--- src/rtl/imm_enc_pkg.sv ---
// rtl/imm_enc_pkg.sv - shared format codes, opcodes and immediate range limits for the immediate encoder
package imm_enc_pkg;

    typedef enum logic [2:0] {
        FMT_R   = 3'd0,
        FMT_I   = 3'd1,
        FMT_S   = 3'd2,
        FMT_B   = 3'd3,
        FMT_U   = 3'd4,
        FMT_J   = 3'd5,
        FMT_LI  = 3'd6,
        FMT_RSV = 3'd7
    } fmt_e;

    typedef enum logic {
        ST_IDLE   = 1'b0,
        ST_SECOND = 1'b1
    } li_state_e;

    localparam logic [6:0] OP_LUI   = 7'h37;
    localparam logic [6:0] OP_OPIMM = 7'h13;

    localparam int signed I_MIN = -2048;
    localparam int signed I_MAX = 2047;
    localparam int signed B_MIN = -4096;
    localparam int signed B_MAX = 4094;
    localparam int signed J_MIN = -1048576;
    localparam int signed J_MAX = 1048574;

    function automatic logic imm_in_range(input logic [31:0] imm,
                                          input int signed lo,
                                          input int signed hi);
        return ($signed(imm) >= lo) && ($signed(imm) <= hi);
    endfunction

    function automatic logic [31:0] enc_addi(input logic [4:0]  rd,
                                             input logic [4:0]  rs1,
                                             input logic [11:0] imm);
        return {imm, rs1, 3'b000, rd, OP_OPIMM};
    endfunction

endpackage

--- src/rtl/imm_pack.sv ---
// rtl/imm_pack.sv - combinational RV32I field packer with encodability check (LI first word when IMM_ENC_LI_EXPAND_EN)
module imm_pack
    import imm_enc_pkg::*;
#(
    parameter logic [31:0] RESET_INSTR = 32'h0000_0013
) (
    input  logic [2:0]  i_fmt,
    input  logic [6:0]  i_opcode,
    input  logic [4:0]  i_rd,
    input  logic [4:0]  i_rs1,
    input  logic [4:0]  i_rs2,
    input  logic [2:0]  i_funct3,
    input  logic [6:0]  i_funct7,
    input  logic [31:0] i_imm,
    output logic [31:0] o_instr,
    output logic        o_err
);

`ifdef IMM_ENC_LI_EXPAND_EN
    // Rounding by 0x800 compensates for the sign-extended low 12 bits added by the ADDI.
    logic [31:0] w_li_sum;
    assign w_li_sum = i_imm + 32'h0000_0800;
`endif

    always_comb begin
        o_instr = RESET_INSTR;
        o_err   = 1'b1;
        case (fmt_e'(i_fmt))
            FMT_R: begin
                o_instr = {i_funct7, i_rs2, i_rs1, i_funct3, i_rd, i_opcode};
                o_err   = 1'b0;
            end
            FMT_I: begin
                o_instr = {i_imm[11:0], i_rs1, i_funct3, i_rd, i_opcode};
                o_err   = !imm_in_range(i_imm, I_MIN, I_MAX);
            end
            FMT_S: begin
                o_instr = {i_imm[11:5], i_rs2, i_rs1, i_funct3, i_imm[4:0], i_opcode};
                o_err   = !imm_in_range(i_imm, I_MIN, I_MAX);
            end
            FMT_B: begin
                o_instr = {i_imm[12], i_imm[10:5], i_rs2, i_rs1, i_funct3,
                           i_imm[4:1], i_imm[11], i_opcode};
                o_err   = !imm_in_range(i_imm, B_MIN, B_MAX) || i_imm[0];
            end
            FMT_U: begin
                o_instr = {i_imm[31:12], i_rd, i_opcode};
                o_err   = |i_imm[11:0];
            end
            FMT_J: begin
                o_instr = {i_imm[20], i_imm[10:1], i_imm[11], i_imm[19:12], i_rd, i_opcode};
                o_err   = !imm_in_range(i_imm, J_MIN, J_MAX) || i_imm[0];
            end
`ifdef IMM_ENC_LI_EXPAND_EN
            FMT_LI: begin
                if (imm_in_range(i_imm, I_MIN, I_MAX)) begin
                    o_instr = enc_addi(i_rd, 5'd0, i_imm[11:0]);
                end else begin
                    o_instr = {w_li_sum[31:12], i_rd, OP_LUI};
                end
                o_err = 1'b0;
            end
`endif
            default: begin
                o_instr = RESET_INSTR;
                o_err   = 1'b1;
            end
        endcase
    end

endmodule

--- src/rtl/imm_encoder.sv ---
// rtl/imm_encoder.sv - registered RV32I instruction encoder; LI expansion into LUI+ADDI under IMM_ENC_LI_EXPAND_EN
module imm_encoder
    import imm_enc_pkg::*;
#(
    parameter logic [31:0] RESET_INSTR = 32'h0000_0013,
    parameter int          CHECK_RANGE = 1
) (
    input  logic        clk,
    input  logic        rst,
    input  logic        in_valid,
    output logic        in_ready,
    input  logic [2:0]  in_fmt,
    input  logic [6:0]  in_opcode,
    input  logic [4:0]  in_rd,
    input  logic [4:0]  in_rs1,
    input  logic [4:0]  in_rs2,
    input  logic [2:0]  in_funct3,
    input  logic [6:0]  in_funct7,
    input  logic [31:0] in_imm,
    output logic        out_valid,
    input  logic        out_ready,
    output logic [31:0] out_instr,
    output logic        out_err
);

    logic [31:0] w_pack_instr;
    logic        w_pack_err;
    logic        w_err;
    logic        w_accept;
    logic        w_out_xfer;

    logic        r_out_valid;
    logic [31:0] r_out_instr;
    logic        r_out_err;

    imm_pack #(
        .RESET_INSTR (RESET_INSTR)
    ) u_pack (
        .i_fmt    (in_fmt),
        .i_opcode (in_opcode),
        .i_rd     (in_rd),
        .i_rs1    (in_rs1),
        .i_rs2    (in_rs2),
        .i_funct3 (in_funct3),
        .i_funct7 (in_funct7),
        .i_imm    (in_imm),
        .o_instr  (w_pack_instr),
        .o_err    (w_pack_err)
    );

    assign w_err      = (CHECK_RANGE != 0) && w_pack_err;
    assign w_accept   = in_valid && in_ready;
    assign w_out_xfer = r_out_valid && out_ready;

    assign out_valid  = r_out_valid;
    assign out_instr  = r_out_instr;
    assign out_err    = r_out_err;

`ifdef IMM_ENC_LI_EXPAND_EN
    li_state_e   r_state;
    logic [4:0]  r_li_rd;
    logic [11:0] r_li_lo;
    logic        w_li_split;

    assign w_li_split = (in_fmt == FMT_LI) && !imm_in_range(in_imm, I_MIN, I_MAX);
    assign in_ready   = (r_state == ST_IDLE) && (!r_out_valid || out_ready);

    always_ff @(posedge clk or posedge rst) begin
        if (rst) begin
            r_out_valid <= 1'b0;
            r_out_instr <= RESET_INSTR;
            r_out_err   <= 1'b0;
            r_state     <= ST_IDLE;
            r_li_rd     <= 5'd0;
            r_li_lo     <= 12'd0;
        end else if (r_state == ST_SECOND) begin
            // The LUI stays valid until taken, then the ADDI replaces it with no bubble.
            if (w_out_xfer) begin
                r_out_instr <= enc_addi(r_li_rd, r_li_rd, r_li_lo);
                r_out_err   <= 1'b0;
                r_state     <= ST_IDLE;
            end
        end else if (w_accept) begin
            r_out_valid <= 1'b1;
            r_out_instr <= w_pack_instr;
            r_out_err   <= w_err;
            if (w_li_split) begin
                r_state <= ST_SECOND;
                r_li_rd <= in_rd;
                r_li_lo <= in_imm[11:0];
            end
        end else if (w_out_xfer) begin
            r_out_valid <= 1'b0;
        end
    end
`else
    assign in_ready = !r_out_valid || out_ready;

    always_ff @(posedge clk or posedge rst) begin
        if (rst) begin
            r_out_valid <= 1'b0;
            r_out_instr <= RESET_INSTR;
            r_out_err   <= 1'b0;
        end else if (w_accept) begin
            r_out_valid <= 1'b1;
            r_out_instr <= w_pack_instr;
            r_out_err   <= w_err;
        end else if (w_out_xfer) begin
            r_out_valid <= 1'b0;
        end
    end
`endif

endmodule

--- config.mk ---
export PLATFORM = sky130hd
export DESIGN_NAME = imm_encoder
export DESIGN_NICKNAME = d
export VERILOG_FILES = /design/src/rtl/imm_enc_pkg.sv /design/src/rtl/imm_pack.sv /design/src/rtl/imm_encoder.sv
export SDC_FILE = /design/constraint.sdc
export NUM_CORES = 1
export LEC_CHECK = 0
export BUFFER_PORTS_ARGS = -buffer_cell sky130_fd_sc_hd__buf_4
export CORE_MARGIN = 5
export CORE_UTILIZATION = 44
export DETAILED_ROUTE_END_ITERATION = 10
export GPL_TIMING_DRIVEN = 0
export MAX_ROUTING_LAYER = met4
export PLACE_DENSITY_LB_ADDON = 0.1
export SYNTH_ARGS = -nofsm -noshare
export SYNTH_HDL_FRONTEND = slang
export SYNTH_SLANG_ARGS = --single-unit
--- constraint.sdc ---
create_clock -name clk -period 1.5 [get_ports clk]
set_clock_uncertainty 0.1 [all_clocks]
set_input_delay 0 -clock clk [delete_from_list [all_inputs] [get_ports clk]]
set_output_delay 0 -clock clk [all_outputs]
set_load 0.005 [all_outputs]
; Yosys cells after proc, flatten, opt, wreduce, memory -nomap -nowiden
; Cells that the tools add are included.
[totals]
register_bits = 34
ramBits = 0
latchBits = 0
wordCells = 34
out_inout_bits = 35
inputBits = 71
romBits = 0
mem_count = 0
[classes]
n_reduce_logical = 16
shifts = 0
magnitude_cmp = 6
bitwise_logic = 0
n_mul = 0
eq_ne = 5
n_mux = 4
n_div = 0
addsub = 0
[ops]
columns = operator, count
row1 = 32-bit case mux with 6 select lines, 1
row2 = "32-bit by 12-bit greater-or-equal comparator with 1-bit output, second input constant", 1
row3 = "32-bit by 13-bit greater-or-equal comparator with 1-bit output, second input constant", 1
row4 = "32-bit by 21-bit greater-or-equal comparator with 1-bit output, second input constant", 1
row5 = "32-bit by 12-bit less-or-equal comparator with 1-bit output, second input constant", 1
row6 = "32-bit by 13-bit less-or-equal comparator with 1-bit output, second input constant", 1
row7 = "32-bit by 21-bit less-or-equal comparator with 1-bit output, second input constant", 1
row8 = 12-bit OR reduction, 1
row9 = "3-bit by 2-bit == test with 1-bit output, second input constant", 2
row10 = "3-bit == test, second input constant", 2
row11 = 1-bit logical AND, 5
row12 = 1-bit case mux with 5 select lines, 1
row13 = 1-bit zero test, 4
row14 = "3-bit by 1-bit == test with 1-bit output, second input constant", 1
row15 = 3-bit zero test, 1
row16 = 1-bit logical OR, 3
row17 = 1-bit 2-to-1 mux, 2
row18 = 2-bit nonzero test, 1
row19 = 2-bit OR reduction, 1

; Depth between registers and ports, before layout
; Gate-level depths: netlist of the first run.
[logic_depth]
word_depth = 5
depth_mapped = 7

; Modules after synthesis
; A second synthesis of the first run with hierarchy kept.
[unflattened]
hier_cells = 209
hier_area_um2 = 2233.4
[modules_own_cells]
columns = module, cells_per_inst, area_each_um2, instances
row1 = imm_encoder, 74, 1435.1, 1
row2 = imm_pack, 135, 798.3, 1

; Least setup slack after synthesis of the first run
; No wires, ideal clock.
[synth_path]
path_kind = register to register
start = reg r_out_valid, in the netlist out_valid
end = reg r_out_instr[10], in the netlist out_instr[10]
setup_ps = 126
required_ps = 1274
arrival_time_ps = 1135
n_path_buf = 1
setup_slack_ps = 139
stages_incl_launch_ff = 6
cell_sequence = dfrtp_1 -> nand2b_1 -> nand2_1 -> clkbuf_1 -> a221oi_1 -> nor2_1
[synth_via]
elab_chain_len = 3
[synth_rtl]
columns = item, line_no
row1 = start: declaration, imm_encoder.sv:32  ; logic r_out_valid;
row2 = start signal: assignment, imm_encoder.sv:101  ; r_out_valid <= 1'b0;
row3 = start signal: assignment, imm_encoder.sv:105  ; r_out_valid <= 1'b1;
row4 = start signal: assignment, imm_encoder.sv:109  ; r_out_valid <= 1'b0;
row5 = 1-bit zero test, imm_encoder.sv:97  ; assign in_ready = !r_out_valid || out_ready;
row6 = 1-bit logical OR, imm_encoder.sv:97
row7 = named net in_ready, imm_encoder.sv:11  ; output logic in_ready,
row8 = 1-bit logical AND, imm_encoder.sv:52  ; assign w_accept = in_valid && in_ready;
row9 = end signal: assignment, imm_encoder.sv:106  ; r_out_instr <= w_pack_instr;
row10 = end: declaration, imm_encoder.sv:33  ; logic [31:0] r_out_instr;
; The timed path passes the listed nets, and every way through them passes these cells.
; A chain may end at the register's enable or synchronous reset.

; Final worst setup path of the first run
[layout_path]
start = in in_imm[1]
end = reg r_out_err, in the netlist out_err
[layout_via]
elab_chain_len = 5
elab_cells_between_ends = 16
[layout_rtl]
columns = item, line_no
row1 = start: declaration, imm_encoder.sv:19  ; input logic [31:0] in_imm,
row2 = "32-bit by 21-bit greater-or-equal comparator with 1-bit output, or another cell as far along", imm_enc_pkg.sv:33  ; return ($signed(imm) >= lo) && ($signed(imm) <= hi);
row3 = 1-bit logical AND, imm_enc_pkg.sv:33
row4 = 1-bit zero test (on tied branches), "imm_pack.sv:52, imm_pack.sv:44"
row5 = 1-bit logical OR (on tied branches), "imm_pack.sv:52, imm_pack.sv:44"
row6 = 1-bit case mux with 5 select lines (*), imm_pack.sv:28  ; case (fmt_e'(i_fmt))
row7 = end signal: assignment, imm_encoder.sv:107  ; r_out_err <= w_err;
row8 = end: declaration, imm_encoder.sv:34  ; logic r_out_err;
; Mark *: on every way between the ends. The rest lies on a longest branch, timed or not.

==> results_dict.tcl, run 1 <==
set metrics [dict create \
    core-area_um2 4090 \
    maxSlewViolCount 0 \
    nets 426 \
    pre_cts_ws_ps -119 \
    die_x_um 75.6 \
    final_common_cell "buf_4" \
    clock-sinks 34 \
    worstSetupEndpointType "flop" \
    initial_core_util_pct 46.3 \
    p_sw_w 0.000785 \
    synth_area_um2 1890 \
    syn_avg_cell_area_um2 9.27 \
    nFillCells 281 \
    placed_cells 357 \
    dieArea_um2 5710 \
    seq_power_share_pct 41.8 \
    clock.fmax_mhz 684 \
    critical-path-slowest-cell "dlygate4sd3_1" \
    post-route-min-period_ps 1460 \
    routed.top_layer "met4" \
    pwr-share-clk_pct 26.2 \
    cp_cell_sequence "dlygate4sd3_1 > buf_4 > nor4_1 > a31oi_1 > o31a_1 > a41oi_2 > a41oi_2" \
    ys.flop_type "dfrtp_1" \
    cp_common_cell "a41oi_2" \
    slew_headroom_pct 51.9 \
    min_path_type "in -> reg" \
    p_leak_nw 1.45 \
    rows 23 \
    worst_pin_slew_ps 721 \
    diodes 0 \
    finalHoldViolCount 0 \
    met3_length_um 526 \
    yosysSeqAreaShare_pct 45.2 \
    ys_warn_count 0 \
    syn2layout_area_growth_pct 72.7 \
    wl_um 7320 \
    worst_slack_ps 37.7 \
    io_pins 106 \
    cts_buffer_depth 2 \
    setup_viol_count_final 0 \
    htree_levels 2 \
    cts_tree "built" \
    cts-root-buf "clkbuf_8" \
    via_per_inst 5.81 \
    p_per_area_nw_per_um2 827 \
    async_reset_ff_share_pct 100 \
    pwr-share-comb_pct 32.0 \
    cp.arrival_ps 1530 \
    ys_ff_latch 34 \
    vias 2358 \
    postRouteAntennaNets 0 \
    period_share_pct 97.5 \
    antenna_found_initial 0 \
    portBuffers 103 \
    status "complete, no violations" \
    post_cts_buffers 0 \
    drt-initial-drc-count 215 \
    grt_setup_unrepaired "false" \
    drc_errors 0 \
    cts.clk_slew.worst_paths_ps 70 \
    wl_per_cell_um 18.0 \
    total_power_w 0.00270 \
    drt-met1-wl_um 3010 \
    crit_fanout 4 \
    ys_types 36 \
    synth_cells 204 \
    routabilityCongestion 0.887 \
    max_cap_violations 0 \
    swShare_pct 29.0 \
    die_h_um 75.6 \
    grt_max_degree 35 \
    synth_edf_count 0 \
    vdd_drop_max_v 0.000747 \
    crit_type "in -> reg" \
    critPathBufInv 2 \
    grt_pass1_wl_um 11500 \
    grt-ovfl-total 0 \
    intPower_w 0.00192 \
    firstDrtPassIters 4 \
    final_cell_mix "buf_4, dlygate4sd3_1, nor2_1, dfrtp_1, a22oi_1" \
    critPathRequiredTime_ps 1560 \
    wl_met2_um 3670 \
    hpwlAfterDp_um 4810 \
    clk_latency_ps 290 \
    critPathMaxStageDelay_ps 530 \
    start_kind "input pin" \
    crit_family "buffers and inverters" \
    grt_use_total_pct 27.6 \
    drive_gt1_share_pct 37.1 \
    final_cells 406 \
    grt_pass1_vias 2411 \
    cts_made_buffers 5 \
    syn-num-nets 275 \
]
==> cell type report <==
cell class                 instances  area, um2  area share [%]
sequential                        34        855            26.2
clock buffer                       7       86.3            2.64
inverter                           3       11.3           0.345
buffer                            14       75.1            2.30
timing repair buffer             144       1180            36.2
multi-input combinational        153        988            30.3
tap                               50       62.6            1.91
clock inverter                     1       5.00           0.153
==> power by group through the flow <==
stage | combinational (W) | sequential [W] | clock, W
floorplan | 0.000287 | 0.00115 | 0
global placement | 0.000739 | 0.00114 | 0
detailed placement | 0.000750 | 0.00114 | 0
CTS | 0.000841 | 0.00112 | 0.000715
global route | 0.000946 | 0.00114 | 0.000772
finish | 0.000865 | 0.00113 | 0.000708
==> metal layers <==
metal | vias up | GRT usage [%]
li1 | 1097 | -
met1 | 1124 | 34.4
met2 | 125 | 44.8
met3 | 12 | 5.67
met4 | 0 | 8.93
met5 | - | -
==> registers in the layout (all words and copies together) (netlist names) <==
signal,cells
out_instr,32
out_err,1
out_valid,1
==> worst min-delay path, delay by kind of cell <==
family	cells	cell delay, ps
mux	1	130
compound gates	1	60
buf+inv	1	110
simple gates	1	80
==> logic make-up (layout without fill, tap and decap cells) <==
family | after synthesis | count (layout) | share of synthesized area (%)
compound gates | 73 | 73 | 29.4
xor+xnor | 1 | 1 | 0.463
buf+inv | 17 | 169 | 3.84
flops | 34 | 34 | 45.2
mux | 4 | 4 | 2.31
simple gates | 75 | 75 | 18.8
==> Yosys cell counts (2+ instances only) <==
cell type	count	area share, %
nor2_1	34	6.7
o21ai_1	8	2.1
nor3_1	3	0.79
nand4_1	10	3.3
o21a_1	6	2.4
nor2b_1	2	0.66
nand2_1	12	2.4
nor4_1	7	2.3
a221oi_1	13	6.0
clkbuf_1	6	1.2
o22a_1	3	1.4
a21oi_1	8	2.1
a211oi_1	2	0.79
a22o_1	4	1.9
o221ai_1	6	2.8
a41oi_2	2	1.7
buf_2	7	1.9
a22oi_1	17	6.7
inv_2	2	0.40
dfstp_2	3	4.2
dfrtp_1	31	41
nand2b_1	2	0.66
mux2_1	3	1.8
==> final timing paths <==
check                                               start                         to  slack [ps]  depth (start not counted)
worst max-delay path                            in_imm[1]        out_err$_DFFE_PP0P_          40                          7
worst max register to register      out_valid$_DFFE_PP0P_   out_instr[9]$_DFFE_PP0P_         120                          6
worst min-delay path                            in_imm[0]   out_instr[7]$_DFFE_PP0P_          40                          4
worst min register to register  out_instr[25]$_DFFE_PP0P_  out_instr[25]$_DFFE_PP0P_         390                          1
min in group asynchronous                             rst  out_instr[17]$_DFFE_PP0P_         290                          3
max in group asynchronous                             rst  out_instr[11]$_DFFE_PP0P_         540                          3
==> through the flow <==
stage          utilization, %  area (um2)  setup TNS (ps)  hold slack [ps]
2_1_floorplan               -        1890               0             8.37
3_3_place_gp             66.7        2730            -355              108
3_5_place_dp             66.7        2730            -601              112
4_1_cts                  79.1        3230               0             4.93
5_1_grt                  79.9        3270               0             74.5
6_report                 79.9        3270               0             35.6
==> repair_timing <==
action / 4_1_cts / 5_1_grt
setup endpoints to repair: 18 / 21
pin swaps: 0 / 2
gates resized for setup: 5 / 7
hold endpoints to repair: 27 / 31
hold buffers: 40 / 1
Power figures use the tool's default switching activity.
==> inputs of run 2 (changes only) <==
CORE_UTILIZATION = 47   (was 44)
SYNTH_HIERARCHICAL = 1   (was unset)
==> results_dict.tcl, run 2 <==
set metrics [dict create \
    yosysSeqAreaShare_pct 38.3 \
    core-area_um2 4660 \
    dieArea_um2 6230 \
    cts_resized 0 \
    critPathRequiredTime_ps 1570 \
    syn-num-nets 280 \
    wl_um 6750 \
    syn2layout_area_growth_pct 54.7 \
    nets 417 \
    period_share_pct 86.9 \
    setup_viol_count_final 0 \
    grt-ovfl-total 0 \
    drive_gt1_share_pct 48.4 \
    crit_fanout 10 \
    routabilityCongestion 0.880 \
    start_kind "flop" \
    grt_setup_unrepaired "false" \
    post-route-min-period_ps 1300 \
    p_per_area_nw_per_um2 831 \
    cts_tree "built" \
    cts-root-buf "clkbuf_8" \
    cts_made_buffers 5 \
    hold_slack_ps 8.17 \
    synth_area_um2 2230 \
    diodes 0 \
    drt-initial-drc-count 92 \
    worst_slack_ps 197 \
    p_leak_nw 1.71 \
    cp.arrival_ps 1370 \
    crit_type "reg -> reg" \
    io_pins 106 \
    p_sw_w 0.000776 \
    grt_pass1_vias 2207 \
    post_cts_buffers 0 \
    yosys.cell_count.top_type "dfrtp_1" \
    cts_buffer_depth 2 \
    grt_use_total_pct 22.1 \
    rows 25 \
    pre_cts_ws_ps -63.7 \
    worst_pin_slew_ps 654 \
    yosys.area.top_type "dfrtp_1" \
    cts.clk_slew.worst_paths_ps 70 \
    final_cell_mix "buf_4, dfrtp_1, mux2_4, dlygate4sd3_1, nand2_1" \
    antenna_found_initial 0 \
    seq_power_share_pct 40.6 \
    nFillCells 367 \
    wl_per_cell_um 16.8 \
    ys_warn_count 6 \
    die_h_um 78.9 \
    intPower_w 0.00210 \
    final_cell_area_um2 3460 \
    dpl-instance-area_um2 3070 \
    finalHoldViolCount 0 \
    min_path_type "in -> reg" \
    async_reset_ff_share_pct 100 \
    clk_latency_ps 280 \
    final_common_cell "buf_4" \
    grt_max_degree 35 \
    clock.fmax_mhz 767 \
    synth_edf_count 0 \
    portBuffers 102 \
    worstSetupEndpointType "flop" \
    slew_headroom_pct 56.1 \
    drc_errors 0 \
    total_power_w 0.00287 \
    synthTopCellsByCount "dfrtp_1, mux2_4, nand2_1" \
    pwr-share-clk_pct 24.4 \
    firstDrtPassIters 4 \
    grt_pass1_wl_um 10700 \
    synth.area.top_cells "dfrtp_1, mux2_4, a22oi_1, dfstp_2, o21ai_0" \
    status "complete, no violations" \
    ys_ff_latch 34 \
    initial_core_util_pct 47.9 \
    pwr-share-comb_pct 35.0 \
    clock-sinks 34 \
    maxSlewViolCount 0 \
    postRouteAntennaNets 0 \
    post-synth-top-area-fraction_pct 34.7 \
    vdd_drop_max_v 0.000528 \
    vias 2182 \
    largest_register_ffs 32 \
    final_util_pct 74.1 \
    hpwlAfterDp_um 5110 \
    die_x_um 78.9 \
    ys_types 38 \
    syn_avg_cell_area_um2 10.7 \
    via_per_inst 5.44 \
    ys.flop_type "dfrtp_1" \
    synth_cells 209 \
    htree_levels 2 \
    swShare_pct 27.0 \
    max_cap_violations 0 \
]
==> run 2: cell types whose count changed in the layout (fill, tap and decap cells not counted), sizes merged, moves of 4 or more <==
cell	change
nand2	+7
dlygate4sd3	-14
nor2	-30
o221ai	-6
mux2	+33
a21oi	-4
inv	+6
o21ai	+6
a221oi	-13
o21a	-5
o22ai	+6
==> run 2: timing repair <==
action                                  CTS  global route
endpoints found under the hold margin    24            14
hold buffers                             26             1
endpoints found under the setup margin    0             0
==> run 2: cell families (layout without fill, tap and decap cells) <==
| group | after synthesis | after routing | share of synthesized area (%) |
|---|---|---|---|
| DFF | 34 | 34 | 38.3 |
| buffers and inverters | 24 | 162 | 6.89 |
| muxes | 37 | 37 | 23.6 |
| AOI/OAI and AO/OA | 54 | 54 | 16.2 |
| and+or+nand+nor | 60 | 60 | 15.0 |
==> run 2: final timing paths <==
| kind | start | to | slack, ps | cells after the start |
|---|---|---|---|---|
| worst max-delay path | out_valid$_DFFE_PP0P_ | out_instr[25]$_DFFE_PP0P_ | 200 | 4 |
| worst max register to register | out_valid$_DFFE_PP0P_ | out_instr[25]$_DFFE_PP0P_ | 200 | 4 |
| worst min-delay path | in_imm[16] | out_instr[16]$_DFFE_PP0P_ | 8 | 4 |
| max in group asynchronous | rst | out_instr[0]$_DFFE_PP1P_ | 570 | 4 |
| worst min register to register | out_instr[16]$_DFFE_PP0P_ | out_instr[16]$_DFFE_PP0P_ | 420 | 1 |
| min in group asynchronous | rst | out_instr[5]$_DFFE_PP0P_ | 200 | 3 |
==> run 2: layout make-up <==
cell class	instances	area, um2	area share, %
multi-input combinational	151	1220	35.4
timing repair buffer	130	1060	30.8
sequential	34	855	24.7
buffer	14	116	3.37
clock buffer	7	86.3	2.50
tap	54	67.6	1.96
inverter	10	37.5	1.09
clock inverter	1	5.00	0.145
==> run 2: metrics by stage <==
| step | TNS, ps | cells |
|---|---|---|
| floorplan | 0 | 209 |
| global placement | -48.2 | 365 |
| detailed placement | -63.7 | 365 |
| CTS | 0 | 399 |
| global route | 0 | 401 |
| finish | 0 | 401 |
==> run 2: power groups by stage <==
| stage | logic (W) | clock network, W | registers, W |
|---|---|---|---|
| floorplan | 0.000450 | 0 | 0.00118 |
| global placement | 0.000926 | 0 | 0.00118 |
| CTS | 0.000999 | 0.000716 | 0.00117 |
| finish | 0.00101 | 0.000700 | 0.00117 |
| detailed placement | 0.000942 | 0 | 0.00118 |
| global route | 0.00108 | 0.000759 | 0.00119 |
==> run 2: per-layer routing <==
| metal | part of all wire (%) | routed length [um] | vias to the layer above | track usage [%] |
|---|---|---|---|---|
| li1 | - | - | 1049 | - |
| met1 | 42 | 2840 | 1037 | 28.2 |
| met2 | 50 | 3380 | 87 | 36.8 |
| met3 | 6.7 | 454 | 9 | 4.54 |
| met4 | 1.1 | 73 | 0 | 4.30 |
| met5 | 0 | 0 | - | - |
==> run 2: worst max-delay path: stages (launching register included) <==
cell and delay [ps]:
dfrtp_1 400, nand2b_4 80, nand2_4 140, buf_12 170, mux2_4 300
==> inputs of run 3 (changes only) <==
CORE_MARGIN = unset   (was 5)
==> results_dict.tcl, run 3 (synthesis gave the netlist of run 2 again) <==
set metrics [dict create \
    status "finished with violations" \
    violations "design-rule violations" \
    vias 2217 \
    final_util_pct 76.3 \
    final_cell_mix "buf_4, dfrtp_1, mux2_4, dlygate4sd3_1, nand2_1" \
    initial_core_util_pct 49.9 \
    period_share_pct 87.4 \
    grt_pass1_wl_um 10100 \
    firstDrtPassIters 10 \
    slew_headroom_pct 52.7 \
    worstReg2RegStart "out_valid$_DFFE_PP0P_" \
    largest_register_ffs 32 \
    vdd_drop_max_v 0.000488 \
    postRouteAntennaNets 0 \
    post_cts_buffers 0 \
    htree_levels 2 \
    critPathLaunch "in_imm[26]" \
    final_common_cell "buf_4" \
    clk_latency_ps 280 \
    drc_errors 2 \
    start_kind "input pin" \
    routabilityCongestion 0.931 \
    grt_max_degree 35 \
    cp.arrival_ps 1380 \
    grt-ovfl-total 0 \
    setup_viol_count_final 0 \
    clock.fmax_mhz 763 \
    crit_path_end "out_err$_DFFE_PP0P_" \
    rows 24 \
    final_cell_area_um2 3420 \
    grt_pass1_vias 2104 \
    critPathRequiredTime_ps 1570 \
    finalHoldViolCount 0 \
    reg2reg_to "out_instr[28]$_DFFE_PP0P_" \
    max_cap_violations 0 \
    cts_made_buffers 5 \
    via_per_inst 5.58 \
    grt_setup_unrepaired "false" \
    drt-initial-drc-count 189 \
    diodes 0 \
    crit_type "in -> reg" \
    cts_resized 0 \
    wl_um 6550 \
    syn2layout_area_growth_pct 52.9 \
    cts.clk_slew.worst_paths_ps 70 \
    min_path_type "in -> reg" \
    ff2ff_setup_slack_ps 190 \
    worst-r2r-cell-count 4 \
    antenna_found_initial 0 \
    hpwlAfterDp_um 4700 \
    clock-sinks 34 \
    die_x_um 70.9 \
    maxSlewViolCount 0 \
    cts_buffer_depth 2 \
    total_power_w 0.00285 \
    worst_pin_slew_ps 708 \
    die_h_um 70.9 \
    portBuffers 102 \
    cts_tree "built" \
    hold_slack_ps 14.3 \
    nets 415 \
    crit_fanout 3 \
    drive_gt1_share_pct 48.7 \
    worstSetupEndpointType "flop" \
    cts-root-buf "clkbuf_8" \
    core-area_um2 4470 \
    dieArea_um2 5030 \
    p_leak_nw 1.69 \
    p_per_area_nw_per_um2 835 \
    wl_per_cell_um 16.5 \
    grt_use_total_pct 26.8 \
    io_pins 106 \
    dpl-instance-area_um2 3060 \
    post-route-min-period_ps 1310 \
]
-- run 3: cell count changes in the layout (fill, tap and decap cells not counted), sizes merged --
cell         change
inv              +1
clkinv           -1
buf              -1
dlygate4sd3      -1
-- run 3: area by class of cell --
cell class,instances,area (um2)
multi-input cells,151,1220
clock buffers,7,86.3
plain buffers,14,116
flip-flops and latches,34,855
clock inverters,1,5.00
repair buffers,128,1030
well taps,52,65.1
fillers,308,1060
inverters,10,37.5
-- run 3: metal layers --
metal | share of wire [%] | vias to the layer above | global-route usage (%)
met4 | 1.1 | 0 | 6.00
met2 | 49 | 109 | 42.8
met5 | 0 | - | -
met3 | 6.3 | 7 | 4.56
li1 | - | 1045 | -
met1 | 44 | 1056 | 36.0
-- run 3: worst min path at each step --
| stage | startpoint | to | slack (ps) | depth (start not counted) |
|---|---|---|---|---|
| global route | in_imm[3] | out_instr[10]$_DFFE_PP0P_ | 7 | 3 |
| detailed placement | in_valid | out_valid$_DFFE_PP0P_ | 120 | 2 |
| floorplan | in_valid | out_valid$_DFFE_PP0P_ | 3 | 1 |
| global placement | in_valid | out_valid$_DFFE_PP0P_ | 120 | 2 |
| finish | in_imm[1] | out_instr[8]$_DFFE_PP0P_ | 10 | 3 |
| CTS | rst | out_instr[6]$_DFFE_PP0P_ | 10 | 2 |
-- run 3: through the flow --
| step | setup TNS (ps) | setup WS [ps] | instances |
|---|---|---|---|
| global route | 0 | 123 | 397 |
| finish | 0 | 189 | 397 |
| floorplan | 0 | 234 | 209 |
| detailed placement | -42.2 | -42.2 | 363 |
| CTS | 0 | 180 | 396 |
| global placement | -35.4 | -35.4 | 363 |
-- run 3: power by group --
part / leakage, nW / switching (W) / total [W] / internal (W)
clock network: 0.0482 / 0.000325 / 0.000695 / 0.000370
registers: 0.414 / 0.0000900 / 0.00116 / 0.00107
logic: 1.23 / 0.000350 / 0.000991 / 0.000641
-- run 3: what timing repair did --
item	CTS	global route
setup endpoints to repair	0	0
hold endpoints to repair	24	31
hold buffers	25	1
-- run 3: worst max-delay path: stages --
cell and delay [ps]:
buf_4 100, nand4_1 100, nor3_1 430, nand3_1 130, a22oi_1 240, o31ai_1 110
mux2_4 280
